$ cat config.mk
export PLATFORM = sky130hd
export DESIGN_NAME = bram_row_loader
export DESIGN_NICKNAME = d
export VERILOG_FILES = /design/src/rtl/bram_row_loader.sv
export SDC_FILE = /design/constraint.sdc
export NUM_CORES = 1
export LEC_CHECK = 0
export BUFFER_PORTS_ARGS = -buffer_cell sky130_fd_sc_hd__clkbuf_2
export CORE_MARGIN = 5
export CORE_UTILIZATION = 45
export CTS_BUF_LIST = sky130_fd_sc_hd__clkbuf_4 sky130_fd_sc_hd__clkbuf_8 sky130_fd_sc_hd__clkbuf_16
export DETAILED_ROUTE_END_ITERATION = 16
export PLACE_DENSITY = 0.75
export SLEW_MARGIN = 20
export SYNTH_ARGS = -nofsm -noshare
export SYNTH_HDL_FRONTEND = slang
export SYNTH_SLANG_ARGS = --single-unit
$ cat constraint.sdc
create_clock -name clka -period 1.7 [get_ports clka]
set_input_delay 0.17 -clock clka [delete_from_list [all_inputs] [get_ports clka]]
set_output_delay 0.17 -clock clka [all_outputs]
set_load 0.05 [all_outputs]
$ cat src/rtl/bram_row_loader.sv
// Streams 32-bit pixel words into a NUM_ROWS-deep circular row buffer in BRAM and
// hands sliding windows to bram_dm via go/done. Define BRAM_LOADER_PATTERN_EN to write address-as-data.
module bram_row_loader #(
  parameter int ROW_WORDS = 640,
  parameter int NUM_ROWS  = 7
) (
  input  logic        clka,
  input  logic        reset,
  input  logic        s_valid,
  input  logic [31:0] s_data,
  input  logic        s_last,
  output logic        s_ready,
  output logic        ena,
  output logic [3:0]  wea,
  output logic [31:0] addra,
  output logic [31:0] dina,
  output logic        go,
  input  logic        done,
  output logic [2:0]  row_base,
  output logic        frame_done,
  output logic        busy
);

  localparam int CW = (ROW_WORDS > 1) ? $clog2(ROW_WORDS) : 1;
  localparam logic [CW-1:0] COL_LAST  = CW'(ROW_WORDS - 1);
  localparam logic [2:0]    ROW_LAST  = 3'(NUM_ROWS - 1);

  typedef enum logic [1:0] {IDLE, FILL, WAIT_DM, SLIDE} state_t;

  state_t        state, state_nx;
  logic [CW-1:0] col, col_nx;
  logic [2:0]    row_wr, row_wr_nx;
  logic [2:0]    rows_filled, rows_filled_nx;
  logic [2:0]    row_base_nx;
  logic          go_nx, fd_nx;
  logic          last_pend, last_pend_nx;
  logic          restart;
  logic          accept, row_end;
  logic [31:0]   wr_addr;

  function automatic logic [2:0] row_inc(input logic [2:0] v);
    return (v == ROW_LAST) ? 3'd0 : v + 3'd1;
  endfunction

  assign s_ready = !reset && (state != WAIT_DM);
  assign accept  = s_valid && s_ready;
  assign busy    = (state != IDLE);
  assign row_end = (col == COL_LAST);
  assign wr_addr = 32'(row_wr) * 32'(ROW_WORDS) + 32'(col);

  always_comb begin
    state_nx       = state;
    col_nx         = col;
    row_wr_nx      = row_wr;
    rows_filled_nx = rows_filled;
    row_base_nx    = row_base;
    go_nx          = go;
    fd_nx          = 1'b0;
    last_pend_nx   = last_pend;
    restart        = 1'b0;

    case (state)
      IDLE, FILL, SLIDE: begin
        if (accept) begin
          if (row_end) begin
            col_nx    = '0;
            row_wr_nx = row_inc(row_wr);
          end else begin
            col_nx = col + 1'b1;
          end
          if (state == SLIDE) begin
            if (row_end) begin
              state_nx     = WAIT_DM;
              row_base_nx  = row_inc(row_base);
              last_pend_nx = s_last;
            end else if (s_last) begin
              restart = 1'b1;
            end
          end else begin
            // A row-completing s_last that also completes the window still gets processed.
            if (row_end && (rows_filled == ROW_LAST)) begin
              state_nx     = WAIT_DM;
              last_pend_nx = s_last;
            end else if (s_last) begin
              restart = 1'b1;
            end else begin
              state_nx = FILL;
              if (row_end) rows_filled_nx = rows_filled + 3'd1;
            end
          end
        end
      end
      WAIT_DM: begin
        // go rises one cycle after entry, i.e. the cycle after the final write is on the port.
        if (go && done) begin
          go_nx = 1'b0;
          if (last_pend) restart  = 1'b1;
          else           state_nx = SLIDE;
        end else begin
          go_nx = 1'b1;
        end
      end
      default: state_nx = IDLE;
    endcase

    if (restart) begin
      state_nx       = IDLE;
      col_nx         = '0;
      row_wr_nx      = '0;
      rows_filled_nx = '0;
      row_base_nx    = '0;
      last_pend_nx   = 1'b0;
      go_nx          = 1'b0;
      fd_nx          = 1'b1;
    end
  end

  always_ff @(posedge clka) begin
    if (reset) begin
      state       <= IDLE;
      col         <= '0;
      row_wr      <= '0;
      rows_filled <= '0;
      row_base    <= '0;
      go          <= 1'b0;
      frame_done  <= 1'b0;
      last_pend   <= 1'b0;
    end else begin
      state       <= state_nx;
      col         <= col_nx;
      row_wr      <= row_wr_nx;
      rows_filled <= rows_filled_nx;
      row_base    <= row_base_nx;
      go          <= go_nx;
      frame_done  <= fd_nx;
      last_pend   <= last_pend_nx;
    end
  end

  always_ff @(posedge clka) begin
    if (reset) begin
      ena   <= 1'b0;
      wea   <= '0;
      addra <= '0;
      dina  <= '0;
    end else if (accept) begin
      ena   <= 1'b1;
      wea   <= '1;
      addra <= wr_addr;
`ifdef BRAM_LOADER_PATTERN_EN
      dina  <= wr_addr;
`else
      dina  <= s_data;
`endif
    end else begin
      ena <= 1'b0;
      wea <= '0;
    end
  end

endmodule

Word level (Yosys, flattened, before mapping)
Cells that the tools add are included.
- bits in registers: 93
- input bits: 37
- output and inout port bits: 76
- logic and storage cells: 77
- add/sub/neg operators: 5
- multipliers: 1
- eq/ne operators: 14
- multiplexer cells: 26
- bitwise operators: 3
- reduce and logical (&&, ||, !) cells: 16
- operators by type and width (operator ; count):
    13-bit by 10-bit adder with 14-bit output ; 1
    2-bit 2-to-1 mux ; 7
    1-bit 2-to-1 mux ; 13
    10-bit by 1-bit adder with 10-bit output (second input constant) ; 1
    10-bit equality test (second input constant) ; 1
    10-bit 2-to-1 mux ; 1
    2-bit != test (second input constant) ; 5
    3-bit by 1-bit adder with 3-bit output (second input constant) ; 3
    3-bit equality test (second input constant) ; 3
    4-bit AND reduction ; 2
    3-bit by 3-bit multiplier with 6-bit output (second input constant) ; 1
    3-bit 2-to-1 mux ; 2
    6-bit AND reduction ; 1
    5-bit AND reduction ; 1
    2-bit equality test (second input constant) ; 2
    1-bit logical AND ; 4
    4-bit 2-to-1 mux ; 1
    4-bit != test (second input constant) ; 1
    2-bit one-hot mux with 2 select lines ; 1
    2-bit nonzero test ; 2
    3-bit != test (second input constant) ; 1
    1-bit inverter ; 3
    3-bit AND reduction ; 1
    3-bit OR reduction ; 1
    6 further kinds ; 6

Depth between registers and ports, before layout
- depth in word-level cells: 7
- depth in mapped cells: 8
- mapped depth without buffers: 7

Least setup slack after synthesis
OpenSTA, ideal clock, no wires.
- kind: flip-flop to flip-flop
- start: register col[0]
- end: register row_base[2]
- library setup time: 67 ps
- data arrival time: 1765 ps
- data required time: 1633 ps
- slack: -132 ps
- cell stages (with the launch flop): 8
- buffers on the path: 2
- period minus slack after synthesis: 1832 ps
- cell sequence: dfxtp_1 -> ha_1 -> nand2_1 -> or4b_1 -> a31o_1 -> buf_6 -> buf_12 -> a21oi_2
- word-level cells in the longest chain between the ends: 7
- elaborated cells on any way between the ends: 9
- classes of those cells: eq/ne (1); mux (5); reduce/logical (3)
- RTL lines (item ; line ; RTL):
    start: declaration ; 31 ; logic [CW-1:0] col, col_nx;
    start signal: assignment ; 130 ; col <= col_nx;
    10-bit equality test (*) ; 48 ; assign row_end = (col == COL_LAST);
    1-bit logical AND ; 81 ; if (row_end && (rows_filled == ROW_LAST)) begin
    1-bit 2-to-1 mux ; 81 ;
    1-bit 2-to-1 mux ; 71 ; if (state == SLIDE) begin
    1-bit 2-to-1 mux ; 64 ; if (accept) begin
    1-bit one-hot mux with 2 select lines ; 62 ; case (state)
    2-bit OR reduction (no line) ; - ;
    end signal: assignment ; 133 ; row_base <= row_base_nx;
    end: declaration ; 19 ; output logic [2:0] row_base,
Every way passes the cells marked *; elsewhere a longest branch is shown, timed or not.
A chain may end at the register's enable or synchronous reset.

Worst setup path after layout
- start: register rows_filled[0]
- end: register rows_filled[1]
- word-level cells in the longest chain between the ends: 7
- elaborated cells on any way between the ends: 10
- classes of those cells: add/sub (1); eq/ne (1); mux (4); bitwise (1); reduce/logical (3)
- RTL lines (item ; line ; RTL):
    start: declaration ; 33 ; logic [2:0] rows_filled, rows_filled_nx;
    start signal: assignment ; 132 ; rows_filled <= rows_filled_nx;
    3-bit equality test ; 81 ;
    1-bit logical AND ; 81 ;
    1-bit 2-to-1 mux ; 81 ;
    1-bit 2-to-1 mux ; 71 ;
    1-bit 2-to-1 mux ; 64 ;
    1-bit one-hot mux with 2 select lines ; 62 ;
    2-bit OR reduction (no line) ; - ;
Parallel ways exist; a longest one is shown, timed or not.

==> impl_metrics.env <==
export IMPL_diodes=0
export IMPL_p_leak_nw=2.15
export IMPL_reg2regPathDepth=7
export IMPL_layout_drive_gt1_share=0.384
export IMPL_end_kind="register"
export IMPL_synth_area_sq_um=3230
export IMPL_fin_cells=611
export IMPL_fin_crit_sh=1.03
export IMPL_synth_cells=367
export IMPL_path_clk_slew_ps=80
export IMPL_cap_violations=0
export IMPL_grt_pass1_vias=2828
export IMPL_coreArea_sq_um=6910
export IMPL_grt_pass1_wl_microns=12900
export IMPL_cp_arrival_ps=2000
export IMPL_cts_path_max_buffers=2
export IMPL_status="finished, violations left"
export IMPL_fmax_mhz=574
export IMPL_yosys_register_bits=71
export IMPL_cts_buffers=9
export IMPL_die_y_microns=94.7
export IMPL_p_int_mw=2.80
export IMPL_fin_area_sq_um=4560
export IMPL_grt_overflow=0
export IMPL_cts_root_buf="clkbuf_8"
export IMPL_yosysWarningCount=0
export IMPL_yosysSeqAreaShare=0.440
export IMPL_p_seq_frac=0.445
export IMPL_hpwl_microns=5510
export IMPL_r2r_slack_ps=-40
export IMPL_period_needed_ps=1740
export IMPL_cp_max_fo=5
export IMPL_synth_cell_types=44
export IMPL_vdd_ir_drop_max_v=0.000564
export IMPL_cts_max_level=3
export IMPL_timing_rr_start="rows_filled[0]"
export IMPL_clockPowerShare=0.384
export IMPL_placedCellCount=571
export IMPL_hold_viol=0
export IMPL_rows=30
export IMPL_mostFrequentLayoutCells="93 x clkbuf_2, 88 x nand2_1, 66 x dfxtp_1"
export IMPL_start_kind="register"
export IMPL_grt_max_degree=48
export IMPL_place_gp_congestion=0.800
export IMPL_min_path_cells=3
export IMPL_placed_area_sq_um=3960
export IMPL_hold_class="in -> reg"
export IMPL_maxSlewViolCount=0
export IMPL_layout_commonest_cell="clkbuf_2"
export IMPL_antenna_found_initial=0
export IMPL_worst_setup_path_type="reg -> reg"
export IMPL_p_total_mw=3.95
export IMPL_min_from="s_data[3]"
export IMPL_rsz0062_at_grt="true"
export IMPL_fin_hold_ws_ps=13.8
export IMPL_layout_nets=557
export IMPL_p_switching_mw=1.15
export IMPL_p_per_area_nw_per_um2=867
export IMPL_hold_path_end="dina[3]"
export IMPL_initial_core_util=0.468
export IMPL_totalWireLength_microns=8220
export IMPL_worstSkewPairLatency_ps=340
export IMPL_finalSetupViolCount=5
export IMPL_drt_first_pass_iters=4
export IMPL_area_growth_syn_to_layout_pct=41.1
export IMPL_drtAntennaViolNets=0
export IMPL_worstPathRequired_ps=1960
export IMPL_rr_endpoint="rows_filled[1]"
export IMPL_vias=2972
export IMPL_fin_skew_ps=4.69
export IMPL_remaining_drc_errors=0
export IMPL_dieWidth_microns=94.7
export IMPL_violations="setup timing"
export IMPL_comb_power_share=0.171
export IMPL_clock_sinks=71
export IMPL_cts_tree="built"
export IMPL_grt_total_usage=0.181
export IMPL_setup_ws_ps=-42.6
export IMPL_via_per_inst=4.86
export IMPL_io_buffers=94
export IMPL_die_area_sq_um=8970
export IMPL_io_pins=113
export IMPL_place_ws_ps=-141
export IMPL_avgSynthCellArea_sq_um=8.80
export IMPL_drt_iter0_drc=172
export IMPL_swShare=0.292
export IMPL_wire_per_inst_microns=13.5
Yosys cell counts, drive strengths merged:
| master | count | area [sq um] |
|---|---|---|
| a21o | 1 | 7.51 |
| dfxtp | 71 | 1420 |
| inv | 4 | 15.0 |
| mux2i | 1 | 10.0 |
| or2 | 1 | 6.26 |
| conb | 1 | 3.75 |
| a31oi | 1 | 6.26 |
| o211a | 1 | 10.0 |
| nand2 | 90 | 338 |
| clkbuf | 11 | 41.3 |
| a31o | 1 | 8.76 |
| or3 | 2 | 12.5 |
| nor3 | 3 | 15.0 |
| nand4bb | 1 | 11.3 |
| buf | 30 | 223 |
| fa | 1 | 20.0 |
| or4b | 1 | 10.0 |
| a21oi | 16 | 87.6 |
| nand4b | 3 | 26.3 |
| nand3b | 42 | 315 |
| xor2 | 9 | 78.8 |
| nor4 | 1 | 6.26 |
| a41oi | 1 | 8.76 |
| nand4 | 7 | 43.8 |
| nor2 | 21 | 139 |
| xnor2 | 4 | 35.0 |
| nor2b | 4 | 25.0 |
| nand2b | 2 | 12.5 |
| and3 | 5 | 31.3 |
| ha | 9 | 113 |
| a22o | 3 | 26.3 |
| a211o | 1 | 8.76 |
| nand3 | 4 | 25.0 |
| a41o | 1 | 10.0 |
| a211oi | 4 | 30.0 |
| o21ai | 8 | 40.0 |
| a32oi | 1 | 8.76 |
area by class of cell:
| type | instances | area, sq um |
|---|---|---|
| Fill cell | 584 | 2350 |
| Multi-Input combinational cell | 268 | 1740 |
| Sequential cell | 71 | 1430 |
| Timing Repair Buffer | 156 | 1020 |
| Clock buffer | 11 | 145 |
| Tap cell | 96 | 120 |
| Clock inverter | 5 | 81.3 |
| Inverter | 4 | 20.0 |
sequential cells by signal (all words and copies together), names as in the netlist:
name,count
addra,14
col,10
dina,32
frame_done,1
go,1
last_pend,1
row_base,3
row_wr,3
rows_filled,3
state,2
wea,1
worst max-delay path: stages (launching register included):
cell	delay [ps]
dfxtp_2	320
inv_2	50
ha_4	120
a22o_1	130
or4b_4	480
a31o_4	270
buf_6	140
a211oi_2	140
per-layer routing:
layer  vias up  wire, microns  track usage  share of wire
met5         -              0            0              0
met4         0            156       0.0673          0.019
met3        12            493       0.0526          0.060
met2        93           4120        0.302           0.50
met1      1377           3450        0.221           0.42
li1       1490              -            -              -
logic make-up (layout without fill, tap and decap cells):
kind of cell,count (synthesis),count (layout),share of synthesized area
flip-flops,71,71,0.440
buffers and inverters,45,176,0.0864
adder cells (fa/ha/maj),10,10,0.0411
AO/OA/AOI/OAI,39,39,0.0782
XOR/XNOR,13,13,0.0352
other,1,18,0.00116
AND/OR/NAND/NOR,187,187,0.315
multiplexers,1,1,0.00310
worst max path at each step:
stage | start | to | slack (ps) | depth (start not counted)
global route | rows_filled[0] | rows_filled[1] | -100 | 7
floorplan | col[1] | row_base[2] | -20 | 7
detailed placement | rows_filled[0] | rows_filled[1] | -140 | 7
CTS | col[0] | rows_filled[1] | -60 | 6
global placement | rows_filled[0] | rows_filled[1] | -70 | 7
finish | rows_filled[0] | rows_filled[1] | -40 | 7
what timing repair did:
| action | CTS | global route |
|---|---|---|
| setup buffers | 2 | 0 |
| resized for setup | 11 | 24 |
| hold endpoints to repair | 21 | 1 |
| pin swaps | 5 | 8 |
| hold buffers | 21 | 1 |
| setup endpoints to repair | 18 | 27 |
power by group through the flow:
stage          logic (mW)  registers [mW]  clock network (mW)
3_5_place_dp        0.617            1.80                   0
3_3_place_gp        0.611            1.79                   0
5_1_grt             0.717            1.77                1.64
4_1_cts             0.667            1.76                1.55
6_report            0.677            1.76                1.52
2_1_floorplan       0.299            2.00                   0
per-stage QoR:
| stage | setup TNS, ps | util |
|---|---|---|
| 4_1_cts | -327 | 0.646 |
| 6_report | -131 | 0.660 |
| 2_1_floorplan | -38.5 | - |
| 3_5_place_dp | -759 | 0.573 |
| 3_3_place_gp | -252 | 0.573 |
| 5_1_grt | -887 | 0.660 |
Power figures use the tool's default switching activity.
